<file path="config.mk">
export PLATFORM = sky130hd
export DESIGN_NAME = muldiv_sequencer
export DESIGN_NICKNAME = d
export VERILOG_FILES = /design/src/rtl/muldiv_sequencer_pkg.sv /design/src/rtl/muldiv_step.sv /design/src/rtl/muldiv_sequencer.sv
export SDC_FILE = /design/constraint.sdc
export NUM_CORES = 1
export LEC_CHECK = 0
export BUFFER_PORTS_ARGS = -buffer_cell sky130_fd_sc_hd__buf_2
export CAP_MARGIN = 20
export CORE_AREA = 3 3 206 208
export CTS_CLUSTER_SIZE = 14
export DETAILED_ROUTE_END_ITERATION = 10
export DIE_AREA = 0 0 209 211
export HOLD_SLACK_MARGIN = 0.06
export MAX_ROUTING_LAYER = met4
export SLEW_MARGIN = 20
export SYNTH_ARGS = -nofsm -noshare
export SYNTH_HDL_FRONTEND = slang
export SYNTH_SLANG_ARGS = --single-unit
</file>
<file path="constraint.sdc">
create_clock -name clk -period 5.75 [get_ports clk]
set_clock_uncertainty 0.1 [all_clocks]
set_input_delay 0.575 -clock clk [delete_from_list [all_inputs] [get_ports clk]]
set_output_delay 0.575 -clock clk [all_outputs]
set_load 0.02 [all_outputs]
</file>
<file path="src/rtl/muldiv_sequencer_pkg.sv">
// Shared definitions for the multi-cycle signed multiply/divide sequencer.
package muldiv_sequencer_pkg;

    localparam int MD_WIDTH = 32;
    localparam int MD_ITERS = MD_WIDTH;

    typedef enum logic [2:0] {
        ST_IDLE  = 3'd0,
        ST_MULT  = 3'd1,
        ST_DIV   = 3'd2,
        ST_FIXUP = 3'd3,
        ST_DONE  = 3'd4
    } md_state_t;

    typedef enum logic {
        OPK_MULT = 1'b0,
        OPK_DIV  = 1'b1
    } opk_t;

endpackage

</file>
<file path="src/rtl/muldiv_step.sv">
// One iteration of the magnitude loop: a single 33-bit add/subtract shared
// between the multiply accumulate and the restoring divide trial, followed
// by the shift that each algorithm needs.
module muldiv_step
    import muldiv_sequencer_pkg::*;
#(
    parameter int WIDTH = MD_WIDTH
) (
    input  opk_t             opk,
    input  logic [WIDTH-1:0] acc_hi,
    input  logic [WIDTH-1:0] acc_lo,
    input  logic [WIDTH-1:0] operand,
    input  logic             add_en,
    output logic [WIDTH-1:0] nxt_hi,
    output logic [WIDTH-1:0] nxt_lo
);

    logic             sub;
    logic [WIDTH:0]   lhs;
    logic [WIDTH:0]   rhs;
    logic [WIDTH:0]   sum;

    // Shared adder: multiply adds the multiplicand into the upper half,
    // divide subtracts the divisor from the left-shifted remainder.
    always_comb begin
        sub = (opk == OPK_DIV);
        lhs = '0;
        rhs = '0;
        if (sub) begin
            lhs = {acc_hi, acc_lo[WIDTH-1]};
            rhs = {1'b0, operand};
        end else begin
            lhs = {1'b0, acc_hi};
            rhs = add_en ? {1'b0, operand} : '0;
        end
        sum = lhs + (rhs ^ {(WIDTH+1){sub}}) + {{WIDTH{1'b0}}, sub};
    end

    // Post-add shift: right shift with carry for multiply, restore-or-keep
    // with quotient bit insertion for divide.
    always_comb begin
        nxt_hi = '0;
        nxt_lo = '0;
        if (sub) begin
            if (!sum[WIDTH]) begin
                nxt_hi = sum[WIDTH-1:0];
                nxt_lo = {acc_lo[WIDTH-2:0], 1'b1};
            end else begin
                nxt_hi = lhs[WIDTH-1:0];
                nxt_lo = {acc_lo[WIDTH-2:0], 1'b0};
            end
        end else begin
            nxt_hi = sum[WIDTH:1];
            nxt_lo = {sum[0], acc_lo[WIDTH-1:1]};
        end
    end

endmodule

</file>
<file path="src/rtl/muldiv_sequencer.sv">
// Signed MULT/DIV sequencer owning the HI/LO pair. One shared iteration
// unit, one start/busy/done handshake.
//
// state    | meaning
// ST_IDLE  | waiting for start_mult / start_div
// ST_MULT  | shift-add iterations on operand magnitudes
// ST_DIV   | restoring divide iterations on operand magnitudes
// ST_FIXUP | sign correction, HI/LO commit
// ST_DONE  | one-cycle done (and div_zero) pulse
module muldiv_sequencer
    import muldiv_sequencer_pkg::*;
#(
    parameter int WIDTH = MD_WIDTH,
    parameter int ITERS = WIDTH
) (
    input  logic             clk,
    input  logic             reset,
    input  logic             start_mult,
    input  logic             start_div,
    input  logic [WIDTH-1:0] op_a,
    input  logic [WIDTH-1:0] op_b,
    output logic             busy,
    output logic             done,
    output logic             div_zero,
    output logic [WIDTH-1:0] hi_out,
    output logic [WIDTH-1:0] lo_out
);

    localparam int CW = (ITERS > 1) ? $clog2(ITERS) : 1;

    md_state_t          state;
    opk_t               opk;
    logic               res_sign;
    logic               rem_sign;
    logic [WIDTH-1:0]   acc_hi;
    logic [WIDTH-1:0]   acc_lo;
    logic [WIDTH-1:0]   operand;
    logic [WIDTH-1:0]   mplier;
    logic [CW-1:0]      cnt;

    logic [WIDTH-1:0]   a_mag;
    logic [WIDTH-1:0]   b_mag;
    logic [WIDTH-1:0]   step_hi;
    logic [WIDTH-1:0]   step_lo;
    logic [2*WIDTH-1:0] prod;

    // Operand magnitudes; the most negative value maps to unsigned 2^(W-1).
    always_comb begin
        a_mag = op_a[WIDTH-1] ? (~op_a + 1'b1) : op_a;
        b_mag = op_b[WIDTH-1] ? (~op_b + 1'b1) : op_b;
        prod  = {acc_hi, acc_lo};
    end

    muldiv_step #(
        .WIDTH (WIDTH)
    ) u_step (
        .opk     (opk),
        .acc_hi  (acc_hi),
        .acc_lo  (acc_lo),
        .operand (operand),
        .add_en  (mplier[0]),
        .nxt_hi  (step_hi),
        .nxt_lo  (step_lo)
    );

    // Sequencer FSM, iteration down-counter and HI/LO commit.
    always_ff @(posedge clk) begin
        if (!reset) begin
            state    <= ST_IDLE;
            opk      <= OPK_MULT;
            res_sign <= 1'b0;
            rem_sign <= 1'b0;
            acc_hi   <= '0;
            acc_lo   <= '0;
            operand  <= '0;
            mplier   <= '0;
            cnt      <= '0;
            busy     <= 1'b0;
            done     <= 1'b0;
            div_zero <= 1'b0;
            hi_out   <= '0;
            lo_out   <= '0;
        end else begin
            done     <= 1'b0;
            div_zero <= 1'b0;
            case (state)
                ST_IDLE: begin
                    if (start_mult) begin
                        operand  <= a_mag;
                        mplier   <= b_mag;
                        acc_hi   <= '0;
                        acc_lo   <= '0;
                        res_sign <= op_a[WIDTH-1] ^ op_b[WIDTH-1];
                        opk      <= OPK_MULT;
                        cnt      <= CW'(ITERS - 1);
                        state    <= ST_MULT;
                        busy     <= 1'b1;
                    end else if (start_div) begin
                        if (op_b != '0) begin
                            operand  <= b_mag;
                            mplier   <= '0;
                            acc_hi   <= '0;
                            acc_lo   <= a_mag;
                            res_sign <= op_a[WIDTH-1] ^ op_b[WIDTH-1];
                            rem_sign <= op_a[WIDTH-1];
                            opk      <= OPK_DIV;
                            cnt      <= CW'(ITERS - 1);
                            state    <= ST_DIV;
                        end else begin
                            // Zero divisor: skip the loop, leave HI/LO alone.
                            state    <= ST_DONE;
                            done     <= 1'b1;
                            div_zero <= 1'b1;
                        end
                        busy <= 1'b1;
                    end
                end
                ST_MULT, ST_DIV: begin
                    acc_hi <= step_hi;
                    acc_lo <= step_lo;
                    if (opk == OPK_MULT) begin
                        mplier <= mplier >> 1;
                    end
                    if (cnt == '0) begin
                        state <= ST_FIXUP;
                    end else begin
                        cnt <= cnt - CW'(1);
                    end
                end
                ST_FIXUP: begin
                    if (opk == OPK_MULT) begin
                        {hi_out, lo_out} <= res_sign ? (~prod + 1'b1) : prod;
                    end else begin
                        lo_out <= res_sign ? (~acc_lo + 1'b1) : acc_lo;
                        hi_out <= rem_sign ? (~acc_hi + 1'b1) : acc_hi;
                    end
                    state <= ST_DONE;
                    done  <= 1'b1;
                end
                ST_DONE: begin
                    state <= ST_IDLE;
                    busy  <= 1'b0;
                end
                default: begin
                    state <= ST_IDLE;
                    busy  <= 1'b0;
                end
            endcase
        end
    end

endmodule

</file>
# [Yosys cells after proc, flatten, opt, wreduce, memory -nomap -nowiden]
# Cells that the tools add are included.
[word_totals] ff_bits=206 input_bits=68 out_inout_bits=67 word_cells=106
[op_classes] n_addsub=8 eq_ne=8 mux=51 bitwise=9 reduce_logical=16
[op_table] cell="32-bit 2-to-1 mux" count=21
[op_table] cell="32-bit one-hot mux with 2 select lines" count=3
[op_table] cell="32-bit by 1-bit adder with 32-bit output, second input constant" count=4
[op_table] cell="32-bit NOT" count=4
[op_table] cell="33-bit 2-to-1 mux" count=2
[op_table] cell="64-bit by 1-bit adder with 64-bit output, second input constant" count=1
[op_table] cell="64-bit 2-to-1 mux" count=1
[op_table] cell="64-bit NOT" count=1
[op_table] cell="33-bit by 1-bit adder with 33-bit output" count=1
[op_table] cell="33-bit adder" count=1
[op_table] cell="33-bit XOR" count=1
[op_table] cell="32-bit nonzero test" count=1
[op_table] cell="5-bit 2-to-1 mux" count=4
[op_table] cell="1-bit 2-to-1 mux" count=12
[op_table] cell="3-bit 2-to-1 mux" count=4
[op_table] cell="4-bit AND reduction" count=3
[op_table] cell="5-bit one-hot mux with 2 select lines" count=1
[op_table] cell="3-bit one-hot mux with 3 select lines" count=1
[op_table] cell="3-bit by 2-bit == test with 1-bit output, second input constant" count=2
[op_table] cell="2-bit != test, second input constant" count=3
[op_table] cell="3-bit != test, second input constant" count=2
[op_table] cell="2-bit AND reduction" count=3
[op_table] cell="3-bit AND reduction" count=2
[op_table] cell="2-bit nonzero test" count=3
[op_table] cell="other kinds (9)" count=11

# [Longest topological paths before layout]
[logic_depth] word_depth=8 depth_mapped=18 depth_no_buf=12

# [Hierarchy]
# From an unflattened synthesis, not the netlist that was laid out.
[hier_totals] cells_unflattened=1972 hier_area_um2=15114.5
[by_module_without_submodules] module="muldiv_sequencer" instances=1 cells_per_inst=1444 area_each_um2=11508.5 seq_area_each_um2=4124.0
[by_module_without_submodules] module="muldiv_step" instances=1 cells_per_inst=528 area_each_um2=3606.0 seq_area_each_um2=0.0

# [Worst setup path after synthesis]
# Ideal clock, no wire load.
[synth_timing] path_type="reg-to-reg" startpoint="register opk" endpoint="register acc_lo[0]" arrival_ns=4.052 slack_ns=1.465 path_stages_with_launch=17 path_buffers=6 period_less_slack_ns=4.285 cell_sequence="dfxtp_1 -> clkbuf_1 -> clkbuf_1 -> buf_1 -> mux2_2 -> ha_1 -> clkbuf_1 -> o211ai_1 -> o21ai_1 -> o21a_1 -> or3_1 -> and3_1 -> or3_1 -> buf_4 -> buf_2 -> o21ai_0 -> a31oi_1"
[synth_between] elab_chain_len=7 elab_cells_between_ends=8 cone_classes="2 x add/sub; 5 x mux; 1 x bitwise"
[synth_rtl] item="from (decl)" line="muldiv_sequencer.sv:32" source="opk_t opk;"
[synth_rtl] item="from (signal assigned)" line="muldiv_sequencer.sv:70" source="opk <= OPK_MULT;"
[synth_rtl] item="from (signal assigned)" line="muldiv_sequencer.sv:94" source="opk <= OPK_MULT;"
[synth_rtl] item="from (signal assigned)" line="muldiv_sequencer.sv:106" source="opk <= OPK_DIV;"
[synth_rtl] item="33-bit 2-to-1 mux" line="muldiv_step.sv:29" source="if (sub) begin"
[synth_rtl] item="33-bit XOR" line="muldiv_step.sv:36" source="sum = lhs + (rhs ^ {(WIDTH+1){sub}}) + {{WIDTH{1'b0}}, sub};"
[synth_rtl] item="33-bit adder" line="muldiv_step.sv:36"
[synth_rtl] item="33-bit by 1-bit adder with 33-bit output" line="muldiv_step.sv:36"
[synth_rtl] item="1-bit 2-to-1 mux" line="muldiv_step.sv:45" source="if (!sum[WIDTH]) begin"
[synth_rtl] item="32-bit 2-to-1 mux *" line="muldiv_step.sv:44" source="if (sub) begin"
[synth_rtl] item="32-bit one-hot mux with 2 select lines *" line="muldiv_sequencer.sv:86" source="case (state)"
[synth_rtl] item="to (signal assigned)" line="muldiv_sequencer.sv:103" source="acc_lo <= a_mag;"
[synth_rtl] item="to (signal assigned)" line="muldiv_sequencer.sv:120" source="acc_lo <= step_lo;"
[synth_rtl] item="to (decl)" line="muldiv_sequencer.sv:36" source="logic [WIDTH-1:0] acc_lo;"
# Mark *: on every way between the ends. The rest lies on a longest branch, timed or not.
# A chain may end at the register's enable or synchronous reset.

# [Final worst setup path]
[layout_timing] startpoint="register opk" endpoint="register acc_hi[2]"
[layout_between] elab_chain_len=7 elab_cells_between_ends=8 cone_classes="2 x add/sub; 5 x mux; 1 x bitwise"
[layout_rtl] item="33-bit 2-to-1 mux" line="muldiv_step.sv:29"
[layout_rtl] item="33-bit XOR" line="muldiv_step.sv:36"
[layout_rtl] item="33-bit adder" line="muldiv_step.sv:36"
[layout_rtl] item="33-bit by 1-bit adder with 33-bit output" line="muldiv_step.sv:36"
[layout_rtl] item="32-bit 2-to-1 mux" line="muldiv_step.sv:45"
[layout_rtl] item="32-bit 2-to-1 mux *" line="muldiv_step.sv:44"
[layout_rtl] item="32-bit one-hot mux with 2 select lines *" line="muldiv_sequencer.sv:86"
[layout_rtl] item="to (signal assigned)" line="muldiv_sequencer.sv:119" source="acc_hi <= step_hi;"
[layout_rtl] item="to (decl)" line="muldiv_sequencer.sv:35" source="logic [WIDTH-1:0] acc_hi;"
# Marked as above.

==> flow_metrics.py <==
metrics = {
    "yosys": {
        "yosys.cell_types.count": 85,
        "yosysWarningCount": 0,
        "syn-cell-area_um2": 14240,
        "netlist_top_cells_area": "dfxtp_1 (29%), o21ai_0 (6.0%), nand2_1 (5.5%)",
        "synth-async-reset-ratio_pct": 0,
        "postSynthNetCount": 1952,
        "synth_top_cells_by_count": "nand2_1 (210), dfxtp_1 (206), o21ai_0 (170), nor2_1 (164), a21oi_1 (137)",
        "synth_ff_type": "dfxtp_1",
        "cell_count_after_synthesis": 1846,
        "flip_flop_and_latch_count_after_synthesis": 206,
        "yosysSeqAreaShare_pct": 28.95,
        "yosys.area.top_type_share_pct": 28.95,
        "yosysMostFrequentCell": "nand2_1",
        "synth_largest_area_cell": "dfxtp_1",
        "number_of_synthesized_flops_with_an_enable_pin": 0,
        "post_synthesis_mean_instance_area_um2": 7.716,
    },
    "worst_setup_path": {
        "worst_setup_path_startpoint": "opk",
        "r2r_start": "opk",
        "timing.critical_path.required_ps": 6040,
        "crit_arrival_ps": 5180,
        "critical_path.max_fanout": 51,
        "regToRegSetupSlack_ps": 860,
        "timing.setup.critical_path_class": "reg2reg",
        "r2r.worst_path.cells": 12,
        "end_kind": "flip-flop",
        "startpoint_type": "flip-flop",
        "crit_reg_reg_endpoint": "acc_hi[2]",
    },
    "drt": {
        "met1_length_um": 23540,
        "wl_per_cell_um": 20.10,
        "route.detailed.drc": 0,
        "routed-wl-met2_um": 20530,
        "top_layer": "met4",
        "drt-pass1-iter-count": 7,
        "vias": 14150,
        "met3RoutedLength_um": 3661,
        "drt_first_iter_violations": 1380,
        "detail_route.vias_per_cell": 5.803,
        "antenna_violating_nets_post_route": 0,
        "routed_wirelength_um": 49000,
    },
    "floorplan": {
        "core_area_um2": 40740,
        "fp.dieArea_um2": 44100,
        "top_level_ports": 135,
        "initial_utilization_pct": 34.96,
        "floorplan.die.height_um": 211,
        "placementRows": 74,
        "fp.dieW_um": 209,
    },
    "global_route": {
        "initial_antenna_violation_count": 0,
        "grt.total_usage_pct": 22.04,
        "grt_pass1_vias": 13000,
        "total_overflow_reported_by_the_global_router": 0,
        "grt_start_max_net_pins": 67,
        "grt_pass1_wl_um": 76230,
    },
    "timing": {
        "finalMaxSlewViolations": 0,
        "totalNegativeSetupSlack_ps": 0,
        "fmaxAchievable_mhz": 204.4,
        "timing.max_slew.rel_slack_pct": 34.82,
        "final-hold-violation-count": 0,
        "tightest_pin_transition_ps": 976.7,
        "fin_crit_sh_pct": 85.09,
        "setup_violations": 0,
        "post-route-min-period_ps": 4892,
        "grt_setup_unrepaired": "no",
    },
    "clock_network": {
        "cts_buffers": 25,
        "insertion_delay_ps": 550,
        "post_cts_setup_buffer_count": 0,
        "clk_root_buffer_cell": "clkbuf_16",
        "tritoncts": "built",
        "cts_num_sinks": 206,
        "ctsResizeCount": 0,
        "cts_max_level": 1,
        "clk_path_buf_depth": 3,
        "ctsHoldBuffers": 0,
        "worst_setup_hold_path_clk_slew_ps": 60,
    },
    "finish": {
        "n_antenna_cell": 0,
        "area_delta_synth_final_pct": 12.70,
        "layout.core_utilization_pct": 39.40,
        "layout.cells.non_filler": 2438,
        "nFillCells": 4304,
        "drive_gt1_share_pct": 14.27,
        "total_number_of_nets_in_the_final_design": 1993,
    },
    "worst_hold_path": {
        "hold_path.class": "in2reg",
        "holdPathStages": 3,
        "destination_of_the_worst_hold_path": "div_zero",
        "hp-start": "start_div",
    },
    "power": {
        "worst_case_vdd_ir_drop_uv": 237.6,
        "pwr_density_cell_nw_per_um2": 476.7,
        "total_leakage_power_nw": 6.305,
    },
    "place": {
        "gp_congestion": 0.9609,
        "dp_wirelength_um": 37460,
        "io_buffer_count": 134,
        "place.detailed.instances": 2392,
    },
    "flow_run": {
        "timing.max_cap.violations": 0,
    },
    "outcome": {
        "outcome": "completed",
    },
}
==> where the power goes <==
| part | leakage, nW | switching (mW) | internal [mW] |
|---|---|---|---|
| clock network | 0.426 | 0.630 | 1.03 |
| logic | 4.19 | 2.35 | 1.35 |
| registers | 1.69 | 0.490 | 1.81 |
==> metrics by stage <==
stage / power, mW / worst slack (ps) / hold WS [ps] / instance area [µm²]
5_1_grt: 8.189 / 416.6 / 305.5 / 16050
3_5_place_dp: 5.956 / 878.5 / 341.4 / 15190
3_3_place_gp: 5.906 / 965.2 / 338.2 / 15190
4_1_cts: 7.638 / 886.5 / 288.6 / 16050
2_1_floorplan: 4.931 / 1465 / 332.0 / 14240
6_report: 7.653 / 857.6 / 301.2 / 16050
==> state kept, by name, indices dropped and copies added (netlist names), 3 cells and up <==
name / count
mplier: 32
operand: 32
acc_hi: 32
acc_lo: 32
cnt: 5
hi_out: 32
state: 3
lo_out: 32
==> final cells by class <==
type / instances / area (µm²) / share of cell area (%)
Clock inverter: 10 / 157.7 / 0.9821
Tap cell: 532 / 665.6 / 4.147
Sequential cell: 206 / 4128 / 25.71
Multi-Input combinational cell: 1472 / 9448 / 58.85
Clock buffer: 36 / 706.9 / 4.404
Inverter: 23 / 88.84 / 0.5534
Timing Repair Buffer: 159 / 858.3 / 5.347
==> worst max path at each step <==
| stage | cells past startpoint | end |
|---|---|---|
| 2_1_floorplan | 16 | acc_lo[0] |
| 3_3_place_gp | 13 | acc_hi[2] |
| 3_5_place_dp | 12 | acc_hi[2] |
| 4_1_cts | 12 | acc_hi[2] |
| 5_1_grt | 13 | acc_hi[14] |
| 6_report | 12 | acc_hi[2] |
==> critical path, cell delays in order, from the launching register on <==
cell	delay, ps
dfxtp_4	710
buf_4	580
o21ai_0	270
fa_1	500
a211oi_1	290
o21ai_1	200
o21a_1	260
or3_1	420
a21oi_1	290
or3_1	490
buf_4	320
mux2i_1	210
o22ai_1	90
==> routing by layer <==
layer  GRT usage (%)  up-vias
met4           5.312        0
met1           32.24     6636
met3           3.461       65
met5               -        -
li1                -     6903
met2           31.80      544
==> kinds of logic (layout without fill, tap and decap cells) <==
group	after synthesis	count (layout)	synth area share, %
AND/OR/NAND/NOR	610	610	20.16
AO/OA/AOI/OAI	597	597	27.59
flip-flops	206	206	28.95
buffers and inverters	168	228	4.919
XOR/XNOR	140	140	8.609
multiplexers	87	87	6.377
adder cells (fa/ha/maj)	38	38	3.391
==> cell usage in the layout, fill, tap and decap left out, drive strengths merged, types with 11 or more instances in the layout <==
| master | n |
|---|---|
| nand2 | 210 |
| dfxtp | 206 |
| o21ai | 174 |
| nor2 | 165 |
| buf | 159 |
| a21oi | 137 |
| xor2 | 80 |
| xnor2 | 60 |
| mux2i | 57 |
| a211oi | 56 |
| nor3 | 56 |
| nand3 | 42 |
| ha | 37 |
| clkbuf | 36 |
| mux2 | 30 |
| o31ai | 30 |
| or3 | 28 |
| a221oi | 26 |
| inv | 24 |
| o41ai | 24 |
| o211ai | 23 |
| a22oi | 22 |
| o221ai | 21 |
| or4 | 18 |
| nor4 | 18 |
| a21o | 13 |
| nand4 | 13 |
| nand2b | 11 |
Note: power is estimated with default switching activity, not from simulation.
